<file path="config.mk">
export PLATFORM = sky130hd
export DESIGN_NAME = multicycle_control_unit_flat
export DESIGN_NICKNAME = d
export VERILOG_FILES = /design/src/rtl/multicycle_control_unit_if.sv /design/src/rtl/multicycle_control_unit.sv /design/src/flat_wrapper.sv
export SDC_FILE = /design/constraint.sdc
export NUM_CORES = 1
export LEC_CHECK = 0
export BUFFER_PORTS_ARGS = -buffer_cell sky130_fd_sc_hd__buf_2
export CAP_MARGIN = 20
export CORE_MARGIN = 3
export CORE_UTILIZATION = 50
export DETAILED_ROUTE_END_ITERATION = 6
export PLACE_DENSITY_LB_ADDON = 0.25
export SLEW_MARGIN = 20
export SYNTH_ARGS = -nofsm -noshare
export SYNTH_HDL_FRONTEND = slang
export SYNTH_SLANG_ARGS = --single-unit
export TNS_END_PERCENT = 30
</file>
<file path="constraint.sdc">
create_clock -name clk -period 1.8 [get_ports clk]
set_input_delay 0.18 -clock clk [delete_from_list [all_inputs] [get_ports clk]]
set_output_delay 0.18 -clock clk [all_outputs]
set_load 0.02 [all_outputs]
</file>
<file path="src/rtl/multicycle_control_unit_if.sv">
// Control/status bundle between the RV32I multi-cycle sequencer (master) and the datapath (slave).
// ILLEGAL_OP_TRAP_EN adds the illegal_op status line.
interface multicycle_control_unit_if;
  logic [6:0] opcode;
  logic [2:0] funct3;
  logic       branch_taken;
  logic       mem_ready;
  logic       mem_req;
  logic       mem_we;
  logic       mem_is_fetch;
  logic       ir_write;
  logic       pc_write;
  logic [1:0] pc_src;
  logic [1:0] alu_src_a;
  logic       alu_src_b;
  logic [1:0] alu_op;
  logic [1:0] wb_sel;
  logic       reg_write;
  logic       instr_retired;
  logic       mem_timeout;
  logic [2:0] state;
`ifdef ILLEGAL_OP_TRAP_EN
  logic       illegal_op;
`endif

  modport master (
    input  opcode, funct3, branch_taken, mem_ready,
    output mem_req, mem_we, mem_is_fetch, ir_write, pc_write, pc_src,
           alu_src_a, alu_src_b, alu_op, wb_sel, reg_write, instr_retired,
           mem_timeout, state
`ifdef ILLEGAL_OP_TRAP_EN
           , illegal_op
`endif
  );

  modport slave (
    output opcode, funct3, branch_taken, mem_ready,
    input  mem_req, mem_we, mem_is_fetch, ir_write, pc_write, pc_src,
           alu_src_a, alu_src_b, alu_op, wb_sel, reg_write, instr_retired,
           mem_timeout, state
`ifdef ILLEGAL_OP_TRAP_EN
           , illegal_op
`endif
  );
endinterface

</file>
<file path="src/rtl/multicycle_control_unit.sv">
// RV32I multi-cycle sequencer: FETCH/DECODE/EXECUTE/MEM/WRITEBACK with memory-wait timeout.
// Define ILLEGAL_OP_TRAP_EN to halt on unknown opcodes instead of retiring them as NOPs.
module multicycle_control_unit #(
  parameter int unsigned MEM_WAIT_MAX = 15
) (
  input  logic                          clk,
  input  logic                          rst_n,
  multicycle_control_unit_if.master     bus
);

  typedef enum logic [2:0] {
    S_FETCH     = 3'd0,
    S_DECODE    = 3'd1,
    S_EXECUTE   = 3'd2,
    S_MEM       = 3'd3,
    S_WRITEBACK = 3'd4,
    S_HALT      = 3'd7
  } state_e;

  localparam logic [6:0] OP_R      = 7'b0110011;
  localparam logic [6:0] OP_I      = 7'b0010011;
  localparam logic [6:0] OP_LOAD   = 7'b0000011;
  localparam logic [6:0] OP_STORE  = 7'b0100011;
  localparam logic [6:0] OP_LUI    = 7'b0110111;
  localparam logic [6:0] OP_AUIPC  = 7'b0010111;
  localparam logic [6:0] OP_JAL    = 7'b1101111;
  localparam logic [6:0] OP_JALR   = 7'b1100111;
  localparam logic [6:0] OP_BRANCH = 7'b1100011;

  localparam logic [7:0] WAIT_LAST = 8'(MEM_WAIT_MAX - 1);

  state_e     state_q, state_d;
  logic [6:0] op_q, op_d;
  logic [7:0] wait_cnt_q, wait_cnt_d;
  logic       mem_timeout_q, mem_timeout_d;
`ifdef ILLEGAL_OP_TRAP_EN
  logic       illegal_op_q, illegal_op_d;
`endif

  // NOTE: sequential state uses non-blocking assignments only, so every register
  // samples the pre-edge value of its inputs regardless of statement order.
  always_ff @(posedge clk) begin
    if (!rst_n) begin
      state_q       <= S_FETCH;
      op_q          <= '0;
      wait_cnt_q    <= '0;
      mem_timeout_q <= 1'b0;
`ifdef ILLEGAL_OP_TRAP_EN
      illegal_op_q  <= 1'b0;
`endif
    end else begin
      state_q       <= state_d;
      op_q          <= op_d;
      wait_cnt_q    <= wait_cnt_d;
      mem_timeout_q <= mem_timeout_d;
`ifdef ILLEGAL_OP_TRAP_EN
      illegal_op_q  <= illegal_op_d;
`endif
    end
  end

  // NOTE: every signal written here gets a default first, so no path can infer a latch.
  always_comb begin
    state_d            = state_q;
    op_d               = op_q;
    wait_cnt_d         = '0;
    mem_timeout_d      = mem_timeout_q;
`ifdef ILLEGAL_OP_TRAP_EN
    illegal_op_d       = illegal_op_q;
`endif
    bus.mem_req        = 1'b0;
    bus.mem_we         = 1'b0;
    bus.mem_is_fetch   = 1'b0;
    bus.ir_write       = 1'b0;
    bus.pc_write       = 1'b0;
    bus.pc_src         = 2'd0;
    bus.alu_src_a      = 2'd0;
    bus.alu_src_b      = 1'b0;
    bus.alu_op         = 2'd0;
    bus.wb_sel         = 2'd0;
    bus.reg_write      = 1'b0;
    bus.instr_retired  = 1'b0;

    case (state_q)
      S_FETCH: begin
        bus.mem_req      = 1'b1;
        bus.mem_is_fetch = 1'b1;
        if (bus.mem_ready) begin
          bus.ir_write = 1'b1;
          state_d      = S_DECODE;
        end
      end

      S_DECODE: begin
        op_d    = bus.opcode;
        state_d = S_EXECUTE;
      end

      S_EXECUTE: begin
        state_d = S_WRITEBACK;
        case (op_q)
          OP_R: begin
            bus.alu_op = 2'd1;
          end
          OP_I: begin
            bus.alu_src_b = 1'b1;
            bus.alu_op    = 2'd1;
          end
          OP_LOAD, OP_STORE: begin
            bus.alu_src_b = 1'b1;
            state_d       = S_MEM;
          end
          OP_LUI: begin
            bus.alu_src_a = 2'd2;
            bus.alu_src_b = 1'b1;
          end
          OP_AUIPC: begin
            bus.alu_src_a = 2'd1;
            bus.alu_src_b = 1'b1;
          end
          OP_JAL: begin
            bus.pc_write = 1'b1;
            bus.pc_src   = 2'd1;
          end
          OP_JALR: begin
            // ALU forms rs1+imm as the jump target
            bus.alu_src_b = 1'b1;
            bus.pc_write  = 1'b1;
            bus.pc_src    = 2'd2;
          end
          OP_BRANCH: begin
            bus.alu_op        = 2'd2;
            bus.pc_write      = 1'b1;
            bus.pc_src        = bus.branch_taken ? 2'd1 : 2'd0;
            bus.instr_retired = 1'b1;
            state_d           = S_FETCH;
          end
          default: begin
`ifdef ILLEGAL_OP_TRAP_EN
            illegal_op_d = 1'b1;
            state_d      = S_HALT;
`else
            state_d      = S_WRITEBACK;
`endif
          end
        endcase
      end

      S_MEM: begin
        bus.mem_req = 1'b1;
        bus.mem_we  = (op_q == OP_STORE);
        if (bus.mem_ready) begin
          if (op_q == OP_STORE) begin
            bus.pc_write      = 1'b1;
            bus.instr_retired = 1'b1;
            state_d           = S_FETCH;
          end else begin
            state_d = S_WRITEBACK;
          end
        end
      end

      S_WRITEBACK: begin
        bus.instr_retired = 1'b1;
        state_d           = S_FETCH;
        case (op_q)
          OP_LOAD: begin
            bus.reg_write = 1'b1;
            bus.wb_sel    = 2'd1;
            bus.pc_write  = 1'b1;
          end
          OP_JAL, OP_JALR: begin
            bus.reg_write = 1'b1;
            bus.wb_sel    = 2'd2;
          end
          OP_R, OP_I, OP_LUI, OP_AUIPC: begin
            bus.reg_write = 1'b1;
            bus.pc_write  = 1'b1;
          end
          default: begin
            bus.pc_write = 1'b1;
          end
        endcase
      end

      S_HALT: begin
        state_d = S_HALT;
      end

      default: begin
        state_d = S_FETCH;
      end
    endcase

    // Unanswered memory request: count, and halt once the budget is spent.
    if ((state_q == S_FETCH || state_q == S_MEM) && !bus.mem_ready) begin
      if (wait_cnt_q == WAIT_LAST) begin
        state_d       = S_HALT;
        mem_timeout_d = 1'b1;
      end else begin
        wait_cnt_d = wait_cnt_q + 8'd1;
      end
    end

    // An edge with rst_n low aborts the instruction, so no write may land on it.
    if (!rst_n) begin
      bus.mem_req       = 1'b0;
      bus.mem_we        = 1'b0;
      bus.ir_write      = 1'b0;
      bus.pc_write      = 1'b0;
      bus.reg_write     = 1'b0;
      bus.instr_retired = 1'b0;
    end
  end

  assign bus.state       = state_q;
  assign bus.mem_timeout = mem_timeout_q;
`ifdef ILLEGAL_OP_TRAP_EN
  assign bus.illegal_op  = illegal_op_q;
`endif

endmodule

</file>
<file path="src/flat_wrapper.sv">
// flat-port wrapper written by rule: the top's interface ports become plain ports
module multicycle_control_unit_flat 
#(
  parameter int unsigned MEM_WAIT_MAX = 15
)
  (clk, rst_n, bus_opcode, bus_funct3, bus_branch_taken, bus_mem_ready, bus_mem_req, bus_mem_we, bus_mem_is_fetch, bus_ir_write, bus_pc_write, bus_pc_src, bus_alu_src_a, bus_alu_src_b, bus_alu_op, bus_wb_sel, bus_reg_write, bus_instr_retired, bus_mem_timeout, bus_state);
  multicycle_control_unit_if bus_i ();
  input  logic clk;
  input  logic rst_n;
  input wire logic [$bits(bus_i.opcode)-1:0] bus_opcode;
  input wire logic [$bits(bus_i.funct3)-1:0] bus_funct3;
  input wire logic [$bits(bus_i.branch_taken)-1:0] bus_branch_taken;
  input wire logic [$bits(bus_i.mem_ready)-1:0] bus_mem_ready;
  output wire logic [$bits(bus_i.mem_req)-1:0] bus_mem_req;
  output wire logic [$bits(bus_i.mem_we)-1:0] bus_mem_we;
  output wire logic [$bits(bus_i.mem_is_fetch)-1:0] bus_mem_is_fetch;
  output wire logic [$bits(bus_i.ir_write)-1:0] bus_ir_write;
  output wire logic [$bits(bus_i.pc_write)-1:0] bus_pc_write;
  output wire logic [$bits(bus_i.pc_src)-1:0] bus_pc_src;
  output wire logic [$bits(bus_i.alu_src_a)-1:0] bus_alu_src_a;
  output wire logic [$bits(bus_i.alu_src_b)-1:0] bus_alu_src_b;
  output wire logic [$bits(bus_i.alu_op)-1:0] bus_alu_op;
  output wire logic [$bits(bus_i.wb_sel)-1:0] bus_wb_sel;
  output wire logic [$bits(bus_i.reg_write)-1:0] bus_reg_write;
  output wire logic [$bits(bus_i.instr_retired)-1:0] bus_instr_retired;
  output wire logic [$bits(bus_i.mem_timeout)-1:0] bus_mem_timeout;
  output wire logic [$bits(bus_i.state)-1:0] bus_state;
  assign bus_i.opcode = bus_opcode;
  assign bus_i.funct3 = bus_funct3;
  assign bus_i.branch_taken = bus_branch_taken;
  assign bus_i.mem_ready = bus_mem_ready;
  assign bus_mem_req = bus_i.mem_req;
  assign bus_mem_we = bus_i.mem_we;
  assign bus_mem_is_fetch = bus_i.mem_is_fetch;
  assign bus_ir_write = bus_i.ir_write;
  assign bus_pc_write = bus_i.pc_write;
  assign bus_pc_src = bus_i.pc_src;
  assign bus_alu_src_a = bus_i.alu_src_a;
  assign bus_alu_src_b = bus_i.alu_src_b;
  assign bus_alu_op = bus_i.alu_op;
  assign bus_wb_sel = bus_i.wb_sel;
  assign bus_reg_write = bus_i.reg_write;
  assign bus_instr_retired = bus_i.instr_retired;
  assign bus_mem_timeout = bus_i.mem_timeout;
  assign bus_state = bus_i.state;
  multicycle_control_unit #(.MEM_WAIT_MAX(MEM_WAIT_MAX)) u_core (.clk(clk), .rst_n(rst_n), .bus(bus_i));
endmodule
</file>
After elaboration in Yosys (flattened, before gate mapping)
Index checks and enable logic that the tools add are counted.
- register bits: 19
- bits in latches: 0
- memory bits (writable): 0
- bits in read-only memories: 0
- output and inout port bits: 20
- memories kept: 0
- add/subtract/negate cells: 1
- $mul: 0
- divide/modulo/power cells: 0
- $lt $le $gt $ge: 0
- equality and inequality tests: 15
- shifts and indexed selects: 0
- mux-type cells: 38
- bitwise operators: 2
- reductions and logical operators: 13
- operators by type and width (operator ; number):
    $eq A7 B6 Y1 const B ; 3
    $eq A7 B7 Y1 const B ; 3
    $mux W1 ; 21
    $mux W3 ; 5
    $pmux W3 S5 ; 1
    $eq A7 B5 Y1 const B ; 2
    $pmux W2 S2 ; 3
    $add A8 B1 Y8 const B ; 1
    $eq A8 B4 Y1 const B ; 1
    $mux W2 ; 4
    $reduce_or A2 Y1 ; 4
    $eq A7 B2 Y1 const B ; 1
    $reduce_or A7 Y1 ; 1
    $eq A3 B2 Y1 const B ; 2
    $eq A3 B3 Y1 const B ; 2
    $pmux W1 S3 ; 2
    $pmux W2 S3 ; 1
    $pmux W3 S2 ; 1
    $reduce_or A3 Y1 ; 2
    $reduce_or A6 Y1 ; 1
    $eq A3 B1 Y1 const B ; 1
    $logic_not A3 Y1 ; 1
    $not A1 Y1 ; 2
    $reduce_and A2 Y1 ; 1
    3 further kinds ; 3

Longest topological paths before layout
Gate-level depths: netlist of the first run.
- depth after elaboration: 6
- gate-level depth with buffers: 6

Least setup slack after synthesis of the first run
No wires, ideal clock.
- path kind: register to output
- from: reg u_core.state_q[2], in the netlist u_core.bus.state[2]
- to: out bus_reg_write
- data arrival time: 1929 ps
- required time: 1620 ps
- slack: -309 ps
- stages on the path, launching flop included: 4
- buffers on the path: 1
- cells stage by stage: dfxtp_1 clkbuf_1 nand2_1 a2111oi_0
- longest elaborated chain between the ends: 3
- RTL lines (what ; line ; text):
    start, declared ; multicycle_control_unit.sv:32 ; state_e state_q, state_d;
    start signal, assigned ; multicycle_control_unit.sv:52 ; state_q <= state_d;
    $eq A3 B3 Y1 ; multicycle_control_unit.sv:84 ; case (state_q)
    $mux W1 ; multicycle_control_unit.sv:84 ;
    $mux W1 ; multicycle_control_unit.sv:206 ; if (!rst_n) begin
    end, declared ; flat_wrapper.sv:24 ; output wire logic [$bits(bus_i.reg_write)-1:0] bus_reg_write;
Every way passes these cells.

Worst setup path in the final report of the first run
- from: reg u_core.state_q[2], in the netlist u_core.bus.state[2]
- to: out bus_instr_retired
- longest elaborated chain between the ends: 3
- elaborated cells between the ends (all ways): 5
- classes of those cells: eq/ne: 3; mux: 2
- RTL lines (what ; line ; text):
    $eq A3 B3 Y1 / $eq A3 B2 Y1 (equally long branches) ; multicycle_control_unit.sv:84 ;
    $pmux W1 S3 * ; multicycle_control_unit.sv:84 ;
    $mux W1 * ; multicycle_control_unit.sv:206 ;
    end, declared ; flat_wrapper.sv:25 ; output wire logic [$bits(bus_i.instr_retired)-1:0] bus_instr_retired;
Every way passes the cells marked *; elsewhere a longest branch is shown, timed or not.

==> results of run 1 <==
## synth_stat cells, drive strengths merged, types with 4 or more instances
| library cell | count |
|---|---|
| nor3 | 8 |
| nand2 | 7 |
| a21oi | 8 |
| nor2 | 30 |
| dfxtp | 19 |
| buf | 6 |
| mux2i | 7 |
| inv | 4 |
| xor2 | 6 |
| nand4 | 4 |
## worst min-delay path by stage
stage,startpoint,to,slack [ns],cells after the start
floorplan,bus_opcode[3],u_core.op_q[3]$_SDFFE_PN0P_,0.32,2
global placement,bus_opcode[3],u_core.op_q[3]$_SDFFE_PN0P_,0.41,3
detailed placement,bus_opcode[3],u_core.op_q[3]$_SDFFE_PN0P_,0.43,3
CTS,bus_opcode[3],u_core.op_q[3]$_SDFFE_PN0P_,0.12,3
global route,bus_opcode[1],u_core.op_q[1]$_SDFFE_PN0P_,0.13,3
finish,bus_opcode[3],u_core.op_q[3]$_SDFFE_PN0P_,0.12,3
## cell usage in the layout, fill, tap and decap left out, drive strengths merged, types with 2 or more instances in the layout
cell     n
mux2i    7
inv      4
or3      2
nor3     8
and2     2
nor2    30
xor2     6
clkbuf   3
o211ai   2
nand4    4
nand2b   2
a21oi    8
ha       2
buf     44
dfxtp   19
nor3b    2
o21ai    3
nand3b   2
and3     2
nand3    3
nand2    7
or3b     2
## per-layer routing
metal / up-vias / global-route usage, % / part of all wire, %
met3: 6 / 3.380 / 5.8
met4: 0 / 5.957 / 1.4
li1: 574 / - / -
met5: - / 0 / 0
met2: 41 / 34.49 / 49
met1: 520 / 25.26 / 44
## through the flow
step                      total power, mW  instances  util [%]  setup slack (ns)
after floorplan                    0.5600        140         -           -0.1725
after detailed placement           0.6095        198     65.99            0.1039
final                              0.8268        206     74.02           -0.1198
after global placement             0.6042        198     65.99            0.1653
after global routing               0.8710        206     74.02           -0.1730
after CTS                          0.8175        204     70.59           -0.1252
## sequential cells by signal (all words and copies together) (netlist names)
register / cells
u_core.wait_cnt_q: 8
u_core.op_q: 7
u_core.bus.state: 3
u_core.bus.mem_timeout: 1
## layout make-up
type                            count  area [um^2]
Tap cell                           27        33.78
Clock buffer                        3        22.52
Fill cell                         158        530.5
Multi-Input combinational cell    108        747.0
Timing Repair Buffer               44        294.0
Sequential cell                    19        394.1
Clock inverter                      1        5.005
Inverter                            4        15.01
## repair_timing
action,4_1_cts,5_1_grt
gates resized for setup,20,14
buffers inserted,2,2
pin swaps,4,2
endpoints found under the setup margin,9,14
## logic make-up (layout without fill, tap and decap cells)
| family | count (synthesis) | in the layout | synth area share (%) |
|---|---|---|---|
| buffers and inverters | 13 | 52 | 5.438 |
| AND/OR/NAND/NOR | 72 | 72 | 35.41 |
| XOR/XNOR | 7 | 7 | 5.439 |
| adder cells (fa/ha/maj) | 2 | 2 | 2.219 |
| multiplexers | 7 | 7 | 6.216 |
| flip-flops | 19 | 19 | 33.74 |
| AO/OA/AOI/OAI | 20 | 20 | 11.54 |
## critical path, delay by kind of cell (launching register included)
kind,cells,cell delay [ns]
simple gates,3,0.80
flops,1,0.36
compound gates,1,0.16
buf+inv,1,0.12
## power groups by stage
stage | sequential, mW | combinational [mW] | clock, mW
4_1_cts | 0.451 | 0.155 | 0.212
3_5_place_dp | 0.461 | 0.149 | 0
2_1_floorplan | 0.461 | 0.0988 | 0
3_3_place_gp | 0.460 | 0.145 | 0
6_report | 0.451 | 0.170 | 0.206
5_1_grt | 0.453 | 0.186 | 0.232
==> reports/metrics.yaml, run 1 <==
timing:
  setup_viol: 10
  fin_skew_ns: 0.01012
  fmax_mhz: 520.9
  fin_ws_ns: -0.1198
  grt_setup_unrepaired: "true"
  maxSlewHeadroom_pct: 78.37
  tns_ns: -0.6540
  min_period_over_period_pct: 106.7
  fin_crit_ns: 1.920
  tightest_slew_ns: 0.3219
  finalHoldViolations: 0
  final_max_slew_viol_count: 0
  holdWs_ns: 0.1164
route:
  dr.pass1.iters: 4
  drc: 0
  wire_per_inst_um: 13.24
  drt_iter0_markers: 22
  vias: 1141
  antenna_left: 0
  via_per_inst: 5.539
  drt_wl_total_mm: 2.727
worst_setup_path:
  ff2ff_path_depth: 5
  crit_arrival_ns: 1.74
  path_class: "flop to output pin"
  crit_start: "u_core.bus.state[2]$_SDFF_PN0_"
  crit_path_max_fanout: 3
  r2r_slack_ns: 0.16
  r2r-end: "u_core.wait_cnt_q[5]$_SDFF_PP0_"
  cpPeakStageDelay_ns: 0.41
  worstPathRequired_ns: 1.62
  critPathLaunchType: "flop"
  cp_cell_sequence: "or3b_4 > or2_4 > nor3_4 > o31a_1 > buf_6"
  worstSetupEndpoint: "bus_instr_retired"
  cp_slowest_cell: "or3b_4"
  r2r-start: "u_core.wait_cnt_q[0]$_SDFF_PP0_"
  cp-end-kind: "output pin"
logic_synthesis:
  syn_area_per_cell_um2: 8.052
  syn_nets: 156
  yosys_warnings: 0
  ys_seq_area_share_pct: 33.74
  synthTopCellsByArea: "dfxtp_1 (34%), nor2_1 (10%), mux2i_1 (6.2%), xor2_1 (4.7%), a21oi_1 (3.6%)"
  async_flop_share_pct: 0
  synth_seq_cells: 19
  netlist_area_mm2: 0.001127
  yosysTopAreaCellShare_pct: 33.74
  synth-edff-count: 0
  synth_cells: 140
  yosys_most_used_dff: "dfxtp_1"
  yosysTopAreaCell: "dfxtp_1"
  ys_types: 42
run_status:
  violations: "setup timing"
  status: "complete, but fails checks"
place:
  post-dp-hpwl_mm: 1.999
  place_area_mm2: 0.001348
  io_buffers: 30
  place.gp.congestion: 0.8701
clocking:
  cts_num_sinks: 19
  cts_tree: "built"
  cts_max_level: 1
  path_clk_slew_ns: 0.11
  clock_latency_ns: 0.29
  cts_root_buf: "clkbuf_4"
  ctsHoldBuffers: 0
  cts.path.max_buffers: 2
  cts_buffers: 3
die:
  dieArea_mm2: 0.002861
  pin_count: 34
  die_y_um: 53.49
  die_w_um: 53.49
  core_area_mm2: 0.002042
  num_rows: 16
  initial_utilization_pct: 55.21
final_layout:
  layout.nets: 196
  fin_area_mm2: 0.001511
  drive_gt1_share_pct: 40.78
  n_antenna_cell: 0
  area_delta_synth_final_pct: 34.07
grt:
  grt_max_degree: 15
  grt_pass1_vias: 1051
  track_usage_pct: 20.08
  antenna_found_initial: 0
  gr-total-overflow: 0
  grt_pass1_wl_mm: 4.312
pwr:
  pwr-share-seq_pct: 54.5
  ir_drop_v: 0.0005582
  intPower_mw: 0.5912
  p_per_area_mw_per_mm2: 547.1
  swShare_pct: 28.50
  pwr-share-clk_pct: 24.9
  p_comb_share_pct: 20.6
  p_sw_mw: 0.2356
  p_leak_nw: 0.6566
job:
  cap_violations: 0
hold_path:
  hold_path_class: "primary input to flop"
Power figures use the tool's default switching activity.
==> inputs of run 2 (changes only) <==
--- a/config.mk
+++ b/config.mk
@@ -10,7 +10,8 @@
 export CORE_MARGIN = 3
 export CORE_UTILIZATION = 50
 export DETAILED_ROUTE_END_ITERATION = 6
-export PLACE_DENSITY_LB_ADDON = 0.25
+export PLACE_DENSITY = 0.77
+export RECOVER_POWER = 25
 export SLEW_MARGIN = 20
 export SYNTH_ARGS = -nofsm -noshare
 export SYNTH_HDL_FRONTEND = slang
==> reports/metrics.yaml, run 2 (synthesis results as in run 1) <==
run_status:
  status: "complete, but fails checks"
  violations: "setup timing"
place:
  post-dp-hpwl_mm: 2.014
  place.gp.congestion: 0.7812
  io_buffers: 30
final_layout:
  final_common_cell: "nor2_1"
  drive_gt1_share_pct: 41.99
  layout.nets: 198
  area_delta_synth_final_pct: 39.07
  final_cell_mix: "nor2_1 (26), buf_2 (19), buf_4 (19)"
  layout.area.seq_um2: 395.4
  largest_reg_flops: 8
  n_fill_cell: 159
  regMostFlops: "u_core.wait_cnt_q"
  n_antenna_cell: 0
  multi_input_area_um2: 775.7
clocking:
  cts_buffers: 3
  cts_max_level: 1
  cts.path.max_buffers: 2
  path_clk_slew_ns: 0.12
  cts_tree: "built"
  cts_root_buf: "clkbuf_4"
  cts_num_sinks: 19
  clock_latency_ns: 0.30
timing:
  setup_viol: 10
  maxSlewHeadroom_pct: 79.15
  final_max_slew_viol_count: 0
  min_period_over_period_pct: 108.4
  holdWs_ns: 0.09723
  fin_skew_ns: 0.002897
  fin_ws_ns: -0.1518
  fin_crit_ns: 1.952
  fmax_mhz: 512.4
  tns_ns: -0.8112
  grt_setup_unrepaired: "true"
  tightest_slew_ns: 0.3103
  finalHoldViolations: 0
worst_setup_path:
  r2r-start: "u_core.bus.state[1]$_SDFF_PN0_"
  cp-end-kind: "output pin"
  cp_top_family: "simple AND/OR/NAND/NOR gates"
  crit_buf_inv: 1
  cpPeakStageDelay_ns: 0.40
  crit_arrival_ns: 1.77
  cp_slowest_cell: "or3b_4"
  worstPathRequired_ns: 1.62
  critPathLaunchType: "flop"
  ff2ff_path_depth: 6
  crit_path_max_fanout: 3
  r2r-end: "u_core.wait_cnt_q[3]$_SDFF_PP0_"
  path_class: "flop to output pin"
  cp_cell_sequence: "or3b_4 > or2_4 > nor3_4 > o31a_1 > buf_6"
  r2r_slack_ns: 0.14
die:
  die_y_um: 53.49
  pin_count: 34
  die_w_um: 53.49
  initial_utilization_pct: 55.21
  core_area_mm2: 0.002042
  dieArea_mm2: 0.002861
  num_rows: 16
pwr:
  p_leak_nw: 0.6764
  ir_drop_v: 0.0004893
  p_per_area_mw_per_mm2: 545.5
  power.total_mw: 0.8553
route:
  wire_per_inst_um: 15.23
  vias: 1147
  drc: 0
  via_per_inst: 5.514
  drt_wl_total_mm: 3.168
  antenna_left: 0
  drt_iter0_markers: 34
  dr.pass1.iters: 4
job:
  cap_violations: 0
grt:
  grt_pass1_vias: 1046
  grt_max_degree: 15
  gr-total-overflow: 0
  antenna_found_initial: 0
  grt_pass1_wl_mm: 5.030
  track_usage_pct: 23.90
hold_path:
  hold_path_class: "primary input to flop"
  hold_end: "u_core.op_q[3]$_SDFFE_PN0P_"
  hp-start: "bus_opcode[3]"
  whs_path_depth: 3
-- run 2: layer usage --
metal	up-vias	track usage, %	part of all wire (%)	wire length, um
li1	573	-	-	-
met4	0	9.787	2.4	77
met2	40	37.96	49	1542
met3	6	3.662	5.3	169
met5	-	0	0	0
met1	528	31.75	44	1379
-- run 2: worst max path at each step --
stage	cells past startpoint	start	endpoint	slack, ns
finish	5	u_core.bus.state[1]$_SDFF_PN0_	bus_instr_retired	-0.15
global placement	5	u_core.bus.state[2]$_SDFF_PN0_	bus_instr_retired	0.15
global route	5	u_core.bus.state[2]$_SDFF_PN0_	bus_instr_retired	-0.22
CTS	5	u_core.bus.state[2]$_SDFF_PN0_	bus_instr_retired	-0.11
detailed placement	5	u_core.bus.state[1]$_SDFF_PN0_	bus_instr_retired	0.14
floorplan	5	u_core.bus.state[1]$_SDFF_PN0_	bus_instr_retired	-0.17
-- run 2: layout make-up --
cell class	count	share of cell area [%]
multi-input combinational	108	49.48
sequential	19	25.22
timing repair buffer	46	20.43
tap	27	2.155
clock buffer	3	1.437
inverter	4	0.9577
clock inverter	1	0.3192
-- run 2: metrics by stage --
stage          setup slack, ns  utilization [%]  cell area (um^2)  instances
6_report               -0.1518            76.78              1568        208
3_3_place_gp            0.1550            65.63              1340        197
5_1_grt                -0.2156            76.78              1568        208
3_5_place_dp            0.1421            65.63              1340        197
4_1_cts                -0.1067            73.71              1505        208
2_1_floorplan          -0.1725                -              1135        140
-- run 2: timing repair --
action / CTS / global route
setup buffers: 7 / 0
setup endpoints to repair: 9 / 13
gates resized for setup: 29 / 15
hold buffers: 0 / 0
endpoints found under the hold margin: 0 / 0
pin swaps: 5 / 4
-- run 2: worst register-to-register path: cells and delay by family (launching register included) --
family,cells,cell delay [ns]
DFF,1,0.36
xor gates and xnor gates,1,0.16
buffers and inverters,2,0.28
and+or+nand+nor,3,0.80
-- run 2: power by group --
part | total (mW) | leakage, nW | internal (mW) | switching, mW
clock | 0.225 | 0.0177 | 0.0827 | 0.142
combinational | 0.178 | 0.500 | 0.0775 | 0.100
sequential | 0.453 | 0.158 | 0.435 | 0.0178
==> inputs of run 3 (changes only) <==
--- a/config.mk
+++ b/config.mk
@@ -12,6 +12,7 @@
 export DETAILED_ROUTE_END_ITERATION = 6
 export PLACE_DENSITY = 0.77
 export RECOVER_POWER = 25
+export REMOVE_ABC_BUFFERS = 1
 export SLEW_MARGIN = 20
 export SYNTH_ARGS = -nofsm -noshare
 export SYNTH_HDL_FRONTEND = slang
==> reports/metrics.yaml, run 3 (synthesis results as in run 1) <==
timing:
  tns_ns: -0.4018
  final_max_slew_viol_count: 0
  fin_ws_ns: -0.09849
  finalHoldViolations: 0
  holdWs_ns: 0.1095
  fin_skew_ns: 0.002497
  fin_crit_ns: 1.898
  setup_viol: 6
  min_period_over_period_pct: 105.5
  fmax_mhz: 526.7
  tightest_slew_ns: 0.3127
  maxSlewHeadroom_pct: 79.00
  grt_setup_unrepaired: "true"
die:
  num_rows: 16
  dieArea_mm2: 0.002861
  die_y_um: 53.49
  pin_count: 34
  die_w_um: 53.49
  initial_utilization_pct: 55.21
  core_area_mm2: 0.002042
clocking:
  path_clk_slew_ns: 0.10
  cts.path.max_buffers: 2
  cts_num_sinks: 19
  clock_latency_ns: 0.29
  ctsHoldBuffers: 0
  cts_max_level: 1
  cts_tree: "built"
  cts_root_buf: "clkbuf_4"
  cts_buffers: 3
final_layout:
  regMostFlops: "u_core.wait_cnt_q"
  fin_area_mm2: 0.001485
  n_antenna_cell: 0
  n_fill_cell: 174
  fin_util_pct: 72.73
  final_common_cell: "nor2_1"
  final_cells: 206
  area_delta_synth_final_pct: 31.74
  final_cell_mix: "nor2_1 (28), buf_4 (19), buf_2 (17)"
  layout.nets: 196
  drive_gt1_share_pct: 37.43
  largest_reg_flops: 8
job:
  cap_violations: 0
worst_setup_path:
  cp_cell_sequence: "or3b_4 > or2_4 > nor3_4 > o31a_1 > buf_6"
  cpPeakStageDelay_ns: 0.40
  crit_path_max_fanout: 3
  crit_arrival_ns: 1.72
  ff2ff_path_depth: 6
  critPathLaunchType: "flop"
  crit_start: "u_core.bus.state[2]$_SDFF_PN0_"
  path_class: "flop to output pin"
  worstSetupEndpoint: "bus_instr_retired"
  cp-end-kind: "output pin"
  r2r-end: "u_core.wait_cnt_q[0]$_SDFF_PP0_"
  cp_slowest_cell: "or3b_4"
  r2r-start: "u_core.bus.state[1]$_SDFF_PN0_"
  worstPathRequired_ns: 1.62
  r2r_slack_ns: 0.17
place:
  place.gp.congestion: 0.8869
  io_buffers: 30
  post-dp-hpwl_mm: 1.973
  place_area_mm2: 0.001340
  dp_slack_ns: 0.1388
  dp_cells: 198
route:
  vias: 1108
  via_per_inst: 5.379
  drc: 0
  wire_per_inst_um: 13.27
  drt_iter0_markers: 25
  drt_wl_total_mm: 2.733
  dr.pass1.iters: 4
  antenna_left: 0
grt:
  grt_pass1_vias: 1042
  antenna_found_initial: 0
  grt_max_degree: 15
  track_usage_pct: 20.30
  gr-total-overflow: 0
  grt_pass1_wl_mm: 4.326
pwr:
  ir_drop_v: 0.0006495
  p_leak_nw: 0.6353
  power.total_mw: 0.8285
  p_per_area_mw_per_mm2: 557.9
hold_path:
  hold_path_class: "primary input to flop"
run_status:
  violations: "setup timing"
  status: "complete, but fails checks"
[run 3: layer usage]
metal,track usage [%],share of wire (%)
met1,25.21,46
met2,35.92,48
met3,2.535,4.9
met4,5.957,0.33
met5,0,0
[run 3: power by group]
| part | leakage (nW) | internal [mW] | switching [mW] | total, mW |
|---|---|---|---|---|
| registers | 0.160 | 0.433 | 0.0169 | 0.450 |
| clock network | 0.0150 | 0.0861 | 0.128 | 0.214 |
| logic | 0.460 | 0.0711 | 0.0934 | 0.165 |
| total | 0.635 | 0.591 | 0.238 | 0.829 |
[run 3: worst min-delay path by stage]
stage | startpoint | end | cells past startpoint
6_report | bus_opcode[3] | u_core.op_q[3]$_SDFFE_PN0P_ | 3
5_1_grt | bus_opcode[6] | u_core.op_q[6]$_SDFFE_PN0P_ | 3
4_1_cts | bus_opcode[3] | u_core.op_q[3]$_SDFFE_PN0P_ | 3
3_5_place_dp | bus_opcode[3] | u_core.op_q[3]$_SDFFE_PN0P_ | 3
3_3_place_gp | bus_opcode[3] | u_core.op_q[3]$_SDFFE_PN0P_ | 3
2_1_floorplan | bus_opcode[3] | u_core.op_q[3]$_SDFFE_PN0P_ | 2
[run 3: what timing repair did]
item                                    CTS  global route
endpoints found under the setup margin    7            12
gates resized for setup                  20            15
gates cloned                              0             0
pin swaps                                 4             0
buffers inserted                          4             0
[run 3: cell type report]
cell class | count | area (um^2) | area share, %
multi-input combinational | 108 | 725.7 | 48.86
sequential | 19 | 402.9 | 27.13
timing repair buffer | 44 | 281.5 | 18.96
tap | 27 | 33.78 | 2.275
clock buffer | 4 | 26.28 | 1.769
inverter | 4 | 15.01 | 1.011
[run 3: critical path: cells and delay by family (launching register included)]
kind | cells | cell delay [ns]
and+or+nand+nor | 3 | 0.80
AOI/OAI and AO/OA | 1 | 0.17
DFF | 1 | 0.34
buffers and inverters | 1 | 0.12
